`config.mk`:
```
export PLATFORM = sky130hd
export DESIGN_NAME = switch_debounce3
export DESIGN_NICKNAME = d
export VERILOG_FILES = /design/src/rtl/switch_pkg.sv /design/src/rtl/debounce_ch.sv /design/src/rtl/switch_debounce3.sv
export SDC_FILE = /design/constraint.sdc
export NUM_CORES = 1
export LEC_CHECK = 0
export ABC_AREA = 0
export CAP_MARGIN = 15
export CORE_MARGIN = 2
export CORE_UTILIZATION = 56
export DETAILED_ROUTE_END_ITERATION = 16
export GPL_TIMING_DRIVEN = 0
export PLACE_DENSITY = 0.82
export SETUP_SLACK_MARGIN = 0.02
export SLEW_MARGIN = 20
export SYNTH_ARGS = -nofsm -noshare
export SYNTH_HDL_FRONTEND = slang
export SYNTH_HIERARCHICAL = 1
export SYNTH_SLANG_ARGS = --single-unit
```
`constraint.sdc`:
```
create_clock -name clk -period 2.45 [get_ports clk]
set_clock_uncertainty 0.05 [all_clocks]
set_input_delay 0.735 -clock clk [delete_from_list [all_inputs] [get_ports clk]]
set_output_delay 0.735 -clock clk [all_outputs]
set_load 0.05 [all_outputs]
```
`src/rtl/switch_pkg.sv`:
```
`default_nettype none
// ============================================================================
//  Module      : switch_pkg
//  Description : Shared constants for the three-way switch conditioning path
//                (channel count, A/B/C bit positions, default timing).
//  Revision    : 1.0  initial release
// ============================================================================
package switch_pkg;

  // Number of wall-switch channels feeding the light-parity block
  localparam int NUM_SW = 3;

  // Bit positions of each switch inside the 3-bit vectors
  localparam int SW_A = 2;
  localparam int SW_B = 1;
  localparam int SW_C = 0;

  // Default timing: accept a new level after this many mismatching edges
  localparam int DEF_DEBOUNCE_CYCLES = 16;
  // Default synchroniser depth
  localparam int DEF_SYNC_STAGES     = 2;

  // Counter width able to hold 0 .. debounce_cycles-1 (at least one bit)
  function automatic int cnt_width(input int debounce_cycles);
    return (debounce_cycles > 1) ? $clog2(debounce_cycles) : 1;
  endfunction

endpackage : switch_pkg
`default_nettype wire

```
`src/rtl/debounce_ch.sv`:
```
`default_nettype none
// ============================================================================
//  Module      : debounce_ch
//  Description : One switch channel: multi-flop synchroniser, mismatch
//                counter, registered clean level and one-cycle toggle pulse.
//  Revision    : 1.0  initial release
// ============================================================================
module debounce_ch
  import switch_pkg::*;
#(
  parameter int DEBOUNCE_CYCLES = DEF_DEBOUNCE_CYCLES,
  parameter int SYNC_STAGES     = DEF_SYNC_STAGES
) (
  input  logic clk,
  input  logic rst_n,
  input  logic raw,
  output logic clean,
  output logic toggle,
  output logic busy
);

  localparam int              CNT_W   = cnt_width(DEBOUNCE_CYCLES);
  localparam logic [CNT_W-1:0] CNT_MAX = CNT_W'(DEBOUNCE_CYCLES - 1);

  // Illegal parameter values stop elaboration outright
  generate
    if (DEBOUNCE_CYCLES < 2) begin : g_bad_debounce
      $error("debounce_ch: DEBOUNCE_CYCLES must be >= 2");
    end
    if (SYNC_STAGES < 2) begin : g_bad_sync
      $error("debounce_ch: SYNC_STAGES must be >= 2");
    end
  endgenerate

  logic [SYNC_STAGES-1:0] r_sync;
  logic                   w_s;
  logic [CNT_W-1:0]       r_cnt;
  logic [CNT_W-1:0]       w_cnt_nxt;
  logic                   r_clean;
  logic                   w_clean_nxt;
  logic                   w_toggle_nxt;
  logic                   r_toggle;

  // Synchroniser shift chain; the oldest stage is the in-domain level
  always_ff @(posedge clk or negedge rst_n) begin
    if (!rst_n) begin
      r_sync <= '0;
    end else begin
      r_sync <= {r_sync[SYNC_STAGES-2:0], raw};
    end
  end

  assign w_s = r_sync[SYNC_STAGES-1];

  // Next-state: any matching cycle clears the count; a full run of
  // mismatches commits the new level and raises the toggle for one edge.
  // The count is cleared on commit, so it never passes CNT_MAX.
  always_comb begin
    w_cnt_nxt    = '0;
    w_clean_nxt  = r_clean;
    w_toggle_nxt = 1'b0;
    if (w_s != r_clean) begin
      if (r_cnt == CNT_MAX) begin
        w_clean_nxt  = w_s;
        w_toggle_nxt = 1'b1;
      end else begin
        w_cnt_nxt = r_cnt + 1'b1;
      end
    end
  end

  // Counter, clean level and toggle registers
  always_ff @(posedge clk or negedge rst_n) begin
    if (!rst_n) begin
      r_cnt    <= '0;
      r_clean  <= 1'b0;
      r_toggle <= 1'b0;
    end else begin
      r_cnt    <= w_cnt_nxt;
      r_clean  <= w_clean_nxt;
      r_toggle <= w_toggle_nxt;
    end
  end

  assign clean  = r_clean;
  assign toggle = r_toggle;
  assign busy   = (r_cnt != '0);

endmodule : debounce_ch
`default_nettype wire

```
`src/rtl/switch_debounce3.sv`:
```
`default_nettype none
// ============================================================================
//  Module      : switch_debounce3
//  Description : Conditions the three raw wall-switch inputs {A,B,C} into
//                clean levels for the light-parity block, with per-channel
//                toggle pulses and a combined activity flag.
//  Revision    : 1.0  initial release
// ============================================================================
module switch_debounce3
  import switch_pkg::*;
#(
  parameter int DEBOUNCE_CYCLES = DEF_DEBOUNCE_CYCLES,
  parameter int SYNC_STAGES     = DEF_SYNC_STAGES
) (
  input  logic              clk,
  input  logic              rst_n,
  input  logic [NUM_SW-1:0] sw_raw,
  output logic [NUM_SW-1:0] sw_clean,
  output logic [NUM_SW-1:0] toggle,
  output logic              any_toggle,
  output logic              busy
);

  logic [NUM_SW-1:0] w_ch_busy;

  // One independent debounce channel per switch; bit i of every vector
  // belongs to channel i (A = bit 2, B = bit 1, C = bit 0)
  generate
    for (genvar i = 0; i < NUM_SW; i++) begin : g_ch
      debounce_ch #(
        .DEBOUNCE_CYCLES (DEBOUNCE_CYCLES),
        .SYNC_STAGES     (SYNC_STAGES)
      ) u_ch (
        .clk    (clk),
        .rst_n  (rst_n),
        .raw    (sw_raw[i]),
        .clean  (sw_clean[i]),
        .toggle (toggle[i]),
        .busy   (w_ch_busy[i])
      );
    end
  endgenerate

  // Both flags are plain ORs of registered per-channel state
  assign any_toggle = |toggle;
  assign busy       = |w_ch_busy;

endmodule : switch_debounce3
`default_nettype wire

```
### Word-level counts from Yosys, hierarchy flattened

Cells that the tools add are included.

* $add $sub $neg: 3
* multipliers: 0
* divide/modulo/power cells: 0
* magnitude comparators: 0
* eq/ne operators: 6
* shift-type cells: 0
* multiplexer cells: 12
* bitwise operators: 0
* reduce and logical (&&, ||, !) cells: 8

Operators with widths (number)
* 4-bit 2-to-1 mux: 6
* 4-bit by 1-bit adder with 4-bit output, second input constant: 3
* 4-bit == test, second input constant: 3
* 4-bit nonzero test: 3
* 1-bit 2-to-1 mux: 6
* 2-bit AND reduction: 3
* 3-bit OR reduction: 2
* 1-bit != test: 3

* bits in registers: 24
* latch bits: 0
* bits in writable memories: 0
* memory bits (read-only): 0
* input bits: 5
* memories kept: 0

### Depth between registers and ports, before layout

Gate-level depths: netlist of the first run.

* depth in word-level cells: 3
* depth in mapped cells: 4

### Cells and area by module

Netlist of the first run, hierarchy kept.

Modules (own cells, without submodules)
* debounce_ch: instances 3, cells an instance 25, area each 326.6 um^2, sequential area each 200.2 um^2
* switch_debounce3: instances 1, cells an instance 2, area each 12.5 um^2, sequential area each 0.0 um^2

### Worst setup path before layout of the first run

Ideal clock, no wire load.

* path kind: flip-flop to output port
* from: register g_ch[1].u_ch.r_cnt[0]
* to: output port busy
* data arrival time: 1203 ps
* data required time: 1665 ps
* path slack: 462 ps
* stages on the path, launching flop included: 5
* path through: dfrtp_1 inv_1 ha_1 nand2_1 or3_1

* longest elaborated chain between the ends: 2

RTL lines
* start: declaration: line debounce_ch.sv:37 `logic [CNT_W-1:0] r_cnt;`
* start signal: assignment: line debounce_ch.sv:79 `r_cnt <= w_cnt_nxt;`
* 4-bit nonzero test: line debounce_ch.sv:87 `assign busy = (r_cnt != '0);`
* net w_ch_busy[1]: line switch_debounce3.sv:24 `logic [NUM_SW-1:0] w_ch_busy;`
* 3-bit OR reduction: line switch_debounce3.sv:46 `assign busy = |w_ch_busy;`
* end: declaration: line switch_debounce3.sv:21 `output logic busy`

The timed path passes the listed nets, and every way through them passes these cells.

### Worst setup path after layout of the first run

* from: register g_ch[0].u_ch.r_cnt[0]
* to: output port busy

* longest elaborated chain between the ends: 2

RTL lines (line)
* start: declaration: debounce_ch.sv:37
* start signal: assignment: debounce_ch.sv:79
* 4-bit nonzero test: debounce_ch.sv:87
* net w_ch_busy[0]: switch_debounce3.sv:24
* 3-bit OR reduction: switch_debounce3.sv:46

The timed path passes the listed nets, and every way through them passes these cells.

==> results of run 1 <==
[cell families after synthesis]
family / count (synthesis) / share of synthesized area (%)
flops: 24 / 60.5
simple gates: 23 / 13.0
compound gates: 9 / 6.81
xor+xnor: 6 / 5.30
buf+inv: 6 / 2.27
fa+ha+maj: 6 / 7.57
mux: 3 / 4.54
[report_power, final]
group          total (W)  internal (W)  switching [W]
sequential      0.000432      0.000413      0.0000186
clock           0.000283      0.000165       0.000117
combinational  0.0000666     0.0000304      0.0000362
[area by class of cell]
type / count / area, um2
clock buffers: 3 / 22.5
clock inverters: 1 / 30.0
fillers: 123 / 508
inverters: 6 / 22.5
multi-input cells: 47 / 369
flip-flops and latches: 24 / 601
well taps: 17 / 21.3
repair buffers: 12 / 115
[timing repair]
action	4_1_cts	5_1_grt
resized for setup	4	5
cloned	0	0
hold buffers	0	0
setup endpoints to repair	2	1
[final timing paths]
path,end,slack [ns],cells past startpoint
max,busy,0.11,5
min,g_ch[1].u_ch/r_cnt[0],0.32,1
max reg2reg,g_ch[0].u_ch/r_cnt[3],1.15,3
min reg2reg,g_ch[0].u_ch/r_sync[1],0.32,0
max in group asynchronous,g_ch[2].u_ch/r_sync[1],1.68,1
min in group clk,g_ch[0].u_ch/r_sync[1],0.32,0
[critical path, stage by stage, from the launching register on]
cell	delay, ns
dfrtp_1	0.46
inv_1	0.08
ha_1	0.14
nand2_1	0.05
or3_1	0.35
buf_6	0.16
[through the flow]
stage	utilization, %	cells	TNS (ns)	setup WS, ns
after CTS	70.2	110	-0.0571	-0.0571
after detailed placement	67.1	106	-0.0550	-0.0550
after floorplan	-	77	0	0.462
after global placement	67.1	106	-0.0475	-0.0475
final	69.9	110	0	0.110
after global routing	69.9	110	0	0.0329
[layer usage]
metal / up-vias / wire length [um] / share of wire, %
li1: 295 / - / -
met1: 295 / 685 / 46
met2: 11 / 749 / 51
met3: 0 / 49 / 3.3
met4: 0 / 0 / 0
met5: - / 0 / 0
[synthesized netlist by cell type]
library cell | n | area, um2
nor2b_1 | 3 | 18.8
dfrtp_1 | 24 | 601
nor3b_1 | 3 | 22.5
a311oi_1 | 3 | 26.3
a21o_1 | 3 | 22.5
nand2_1 | 3 | 11.3
or3_1 | 2 | 12.5
inv_1 | 6 | 22.5
xnor2_1 | 6 | 52.6
ha_1 | 6 | 75.1
mux2_4 | 3 | 45.0
nand3_2 | 3 | 30.0
nor2_1 | 9 | 33.8
a31oi_1 | 3 | 18.8
[state kept, by name, summed over array words and instances, names as in the netlist]
| name | count |
|---|---|
| g_ch.u_ch/clean | 3 |
| g_ch.u_ch/toggle | 3 |
| g_ch.u_ch/r_sync | 6 |
| g_ch.u_ch/r_cnt | 12 |
==> results.md, run 1 <==
- The average instance in the mapped netlist occupies 12.9 um2.
- The maximum frequency from static timing analysis is 427 MHz.
- The origin of the worst setup path is g_ch[0].u_ch/r_cnt[0].
- The placer's final routability congestion estimate is 0.735.
- In the layout the commonest cells are 24 x dfrtp_1, 9 x nor2_1, 9 x clkdlybuf4s50_1.
- The number of nets in the finished design is 105.
- STA classifies the critical path startpoint as a flip-flop.
- The worst endpoint required time is 1.66 ns.
- The routed wire length per instance is 13.5 um.
- The number of ports placed on the die boundary is 13.
- The number of diodes is 0.
- The detailed-router iteration count before antenna repair is 4.
- The beginning of the worst register-to-register path is g_ch[0].u_ch/r_cnt[0].
- After layout, the design draws a total of 0.000781 W.
- The die is 46.1 um tall.
- The initial core utilization is 58.7%.
- The TritonCTS clock tree is yes.
- The number of remaining DRC errors is 0.
- The initial DRC count is 4.
- Clock tree synthesis inserted a total of 3 buffers.
- The initial antenna violation count is 0.
- Dividing the final minimum period by the clock period gives 95.5%.
- The total power density per cell area is 661 mW/mm2.
- The peak supply drop is 0.494 mV.
- The fraction of final layout cells sized beyond drive strength 1 is 12.9%.
- The largest driver fanout on the critical path is 5.
- The maximum buffer depth of the clock tree is 2.
- For this run, global-route usage on met2 was measured as 27.5%.
- The clock drives 24 sinks.
- The routed layout has 601 vias.
- The met3 global-route usage is 4.71%.
- The final HPWL from detailed placement is 1.08 mm.
- The worst setup path is captured at a primary output.
- Row generation in the floorplan step produced 15 rows.
- The clock-pin transition on the worst setup and hold timing paths is 0.14 ns.
- The detail route stage leaves a number of antenna-violating nets equal to 0.
- The maximum number of pins on one net before global-route repair is 25.
- Setup repair after global routing left no endpoint under its margin.
- The total overflow left after global routing is 0.
- The met1 track demand over resource is 20.3%.
- The run finished with clean final reports.
- The average via count per standard cell is 5.46.
- Setup violations remaining at the end of the flow were counted as 0.
- Relative to the synthesized area, the layout overhead comes to 19.0%.
- The floorplan die area is 0.00212 mm2.
- Synthesis produced a netlist whose cell count is 77.
- The tool flagged a number of max-cap violations equal to 0.
- The first global-routing pass estimated 2.43 mm of wire.
- During placement, the flow inserted port buffers numbering 12.
- The area of all placed cells without fillers is 0.00118 mm2.
- In this run the post-CTS setup repair buffer count came out at 0.
- The insertion delay to the later sink of the worst-skew pair is 0.31 ns.
- The kind of critical path is reg2out.
- Once placement finished, the instance area stood at 0.00113 mm2.
- After synthesis, flip-flops and latches occupy 60.5% of the total area.
- The tightest min-delay check is of the in2async type.
- Synthesis produced a netlist with a net count of 88.
- The number of warnings printed during yosys synthesis is 6.
- The die is 46.1 um wide.
- The number of levels in the clock H-tree is 1.
- The final worst hold slack is 0.320 ns.
- The count of final hold-check violations is 0.
- The static leakage power is 0.574 nW.
- After global routing, the most crowded layer is met2.
- The normalized max-slew margin is 66.0%.
- The post-synthesis instance area is 992 um2.
- The number of global-route vias before repair was 580.
- The clock period minus final worst setup slack is 2.34 ns.
- Clock tree synthesis selected as its root buffer the cell clkbuf_4.
- Global routing used 16.4% of the available tracks.
- Leaving out fill and tap cells, the most frequent cell in the layout is dfrtp_1.
- The signal arrival time at the worst endpoint is 1.56 ns.
- The pin slew with the least headroom to its limit is 0.508 ns.
- The final layout contains routed wiring with a total length of 1.48 mm.
- The register bit count reported by yosys is 24.
- The final count of pins violating max slew is 0.
- The netlist uses 14 different library cells.
- The total area inside the core boundary comes to 0.00169 mm2.
No activity file was read; power rests on OpenSTA's default activity.
==> run 2: changes to the inputs <==
- CTS_CLUSTER_SIZE: default -> 40
==> results of run 2 <==
Final layout, timing and power as in run 1 (identical DEF).
==> run 3: changes to the inputs <==
- SLEW_MARGIN: 20 -> default
==> run 3 against run 2 <==
- critical path depth unchanged
- final cell count is 0.91% higher
- fmax is essentially flat
- largest power group unchanged
==> results.md, run 3 (synthesis gave the netlist of run 1 again) <==
- The part of the cycle the worst path needs is 95.5% (about the same).
- The worst path setup slack after routing is 0.111 ns (+0.00161 ns).
- The total negative slack for setup checks is 0 ns (unchanged).
- The detailed-router iteration count before antenna repair was 4 (unchanged).
- The number of nets in the finished design was 106 (+0.95%).
- The switching component of the power is 0.000174 W (+0.75%).
- The static leakage power was 0.586 nW (+2.2%).
- The die boundary height is 46.1 um (unchanged).
- The fraction of final layout cells sized beyond drive strength 1 is 12.8% (-0.14 points).
- The tightest min-delay check is of the reg2reg type.
- The relative contribution of sequential cells to total power is 54.8% (-0.5 points).
- The maximum buffer depth of the clock tree came to 2 (unchanged).
- The internal power came to 0.000614 W (+0.87%).
- The global routing stage identified its most utilized layer as met2.
- In the final layout, the registers with the most flip-flops are g_ch.u_ch/r_cnt: 12 flops, g_ch.u_ch/r_sync: 6 flops.
- The number of remaining DRC errors is 0 (unchanged).
- The routed wire length per instance is 13.5 um (about the same).
- The switching share of power is 22.0% (about the same).
- The overall via count from detail_route came to 613 (+2.0%).
- The worst slack at placement is -0.0550 ns (unchanged).
- The startpoint kind of the worst setup timing path is a flip-flop.
- The area of all placed cells without fillers was 0.00121 mm2 (+2.8%).
- The maximum frequency from static timing analysis is 428 MHz (about the same).
- The normalized max-slew margin is 66.0% (about the same).
- The overall die width is 46.1 um (unchanged).
- The initial DRC count came to 4 (unchanged).
- The final count of negative-setup-slack endpoints is 0 (unchanged).
- The number of cell rows is 15 (unchanged).
- The pin slew with the least headroom to its limit is 0.508 ns (-0.000639 ns).
- The clock period minus final worst setup slack was 2.34 ns (-0.00162 ns).
- The clock-pin transition on the worst setup and hold timing paths was 0.14 ns (about the same).
- The final count of pins violating max slew is 0 (unchanged).
- The count of final hold-check violations is 0 (unchanged).
- The met2 usage is 27.5% (unchanged).
- The met3 global-route usage is 4.71% (unchanged).
- The number of levels in the clock H-tree came to 1 (unchanged).
- The library cell used most frequently in the layout, excluding fill and tap cells, is dfrtp_1.
- The clock network power share is 35.9% (-0.3 points).
- The largest driver fanout on the critical path was 5 (unchanged).
- The total power density per cell area is 649 mW/mm2 (-1.9%).
- The floorplan die area came to 0.00212 mm2 (unchanged).
- The final HPWL from detailed placement was 1.08 mm (unchanged).
- The peak supply drop is 0.494 mV (about the same).
- The number of ports placed on the die boundary is 13 (unchanged).
- The utilization after layout is 71.9% (+1.9 points).
- In the layout the commonest cells are 24 x dfrtp_1, 10 x clkdlybuf4s50_1, 9 x nor2_1.
- The flip-flop count of the largest register, all copies and words added is 12 (unchanged).
- The TritonCTS clock tree is yes.
- The aggregate global routing overflow is 0 (unchanged).
- The placer's final routability congestion estimate is 0.735 (unchanged).
- The kind of end point of the critical path is a primary output.
- The global-route wire length before repair came to 2.43 mm (unchanged).
- The number of placed instances with taps included is 106 (unchanged).
- The insertion delay to the later sink of the worst-skew pair was 0.31 ns (about the same).
- The area growth from synthesis to layout is 22.3%.
- The initial core utilization came to 58.7% (unchanged).
- The worst endpoint required time was 1.66 ns (about the same).
- The final routed wirelength across all metal layers is 1.50 mm (+0.94%).
- The register bank with the most flops is g_ch.u_ch/r_cnt.
- The initial antenna violation count is 0 (unchanged).
- CTS placed an instance of clkbuf_4 at the clock tree root.
- The share of total power in combinational logic is 9.3% (+0.8 points).
- The number of sinks on the clock net is 24 (unchanged).
- The combined global-route utilization of all metal layers came to 16.4% (unchanged).
- The signal arrival time at the worst endpoint is 1.55 ns (about the same).
- The flow ran to the end, and the final reports show no timing, DRC or antenna violations.
- The post-CTS setup repair buffer count is 0 (unchanged).
- The number of diodes was 0 (unchanged).
- The met1 track demand over resource is 20.3% (unchanged).
- Setup repair after global routing left no endpoint under its margin.
- The number of buffers inserted during clock tree synthesis is 3 (unchanged).
- The maximum number of pins on one net before global-route repair is 25 (unchanged).
- The number of max-capacitance violations reported is 0 (unchanged).
- The number of routed nets with antenna violations was 0 (unchanged).
- The post-placement cell area is 0.00113 mm2 (unchanged).
- The number of global-route vias before repair is 580 (unchanged).
- The count of port buffers added during placement is 12 (unchanged).
- The worst setup path is of the reg2out kind.
- The area of the core came to 0.00169 mm2 (unchanged).
- The filler-free cell count of the finished design is 111 (+0.91%).
- The average via count per standard cell is 5.52 (+1.1%).
## run 3: timing repair
item                                    in CTS  in global routing
resized for setup                            4                  5
endpoints found under the setup margin       2                  1
hold buffers                                 0                  0
pin swaps                                    0                  0
## run 3: through the flow
step           total power [W]  hold slack (ns)
4_1_cts               0.000788            0.323
6_report              0.000788            0.320
2_1_floorplan         0.000478            0.281
5_1_grt               0.000820            0.330
3_5_place_dp          0.000507            0.291
3_3_place_gp          0.000503            0.286
## run 3: area by class of cell
cell class / count / area (um2)
fill: 121 / 475
clock inverter: 1 / 30.0
clock buffer: 3 / 22.5
sequential: 24 / 601
tap: 17 / 21.3
inverter: 6 / 22.5
multi-input combinational: 47 / 369
timing repair buffer: 13 / 148
## run 3: routing by layer
layer / wire length (um) / part of all wire [%]
met1: 689 / 46
met2: 743 / 50
met3: 54 / 3.6
met4: 10 / 0.67
met5: 0 / 0
## run 3: worst paths after layout
| kind | startpoint | depth (start not counted) | slack [ns] | to |
|---|---|---|---|---|
| min in group asynchronous | rst_n | 1 | 0.59 | g_ch[1].u_ch/r_cnt[3] |
| setup / recovery | g_ch[0].u_ch/r_cnt[0] | 5 | 0.11 | busy |
| hold reg to reg | g_ch[0].u_ch/r_sync[0] | 0 | 0.32 | g_ch[0].u_ch/r_sync[1] |
| hold / removal | g_ch[0].u_ch/r_sync[0] | 0 | 0.32 | g_ch[0].u_ch/r_sync[1] |
| max in group asynchronous | rst_n | 2 | 1.40 | g_ch[2].u_ch/r_sync[1] |
| setup reg to reg | g_ch[0].u_ch/r_cnt[0] | 3 | 1.15 | g_ch[0].u_ch/r_cnt[3] |
## run 3: power by group through the flow
stage | clock [W] | combinational, W | sequential, W
global route | 0.000303 | 0.0000832 | 0.000434
finish | 0.000283 | 0.0000730 | 0.000432
CTS | 0.000288 | 0.0000681 | 0.000431
detailed placement | 0 | 0.0000681 | 0.000439
floorplan | 0 | 0.0000432 | 0.000435
global placement | 0 | 0.0000659 | 0.000437
## run 3: critical path, stage by stage (launching register included)
cell and delay, ns:
dfrtp_1 0.46, inv_1 0.08, ha_1 0.13, nand2_1 0.05
or3_1 0.35, buf_6 0.16
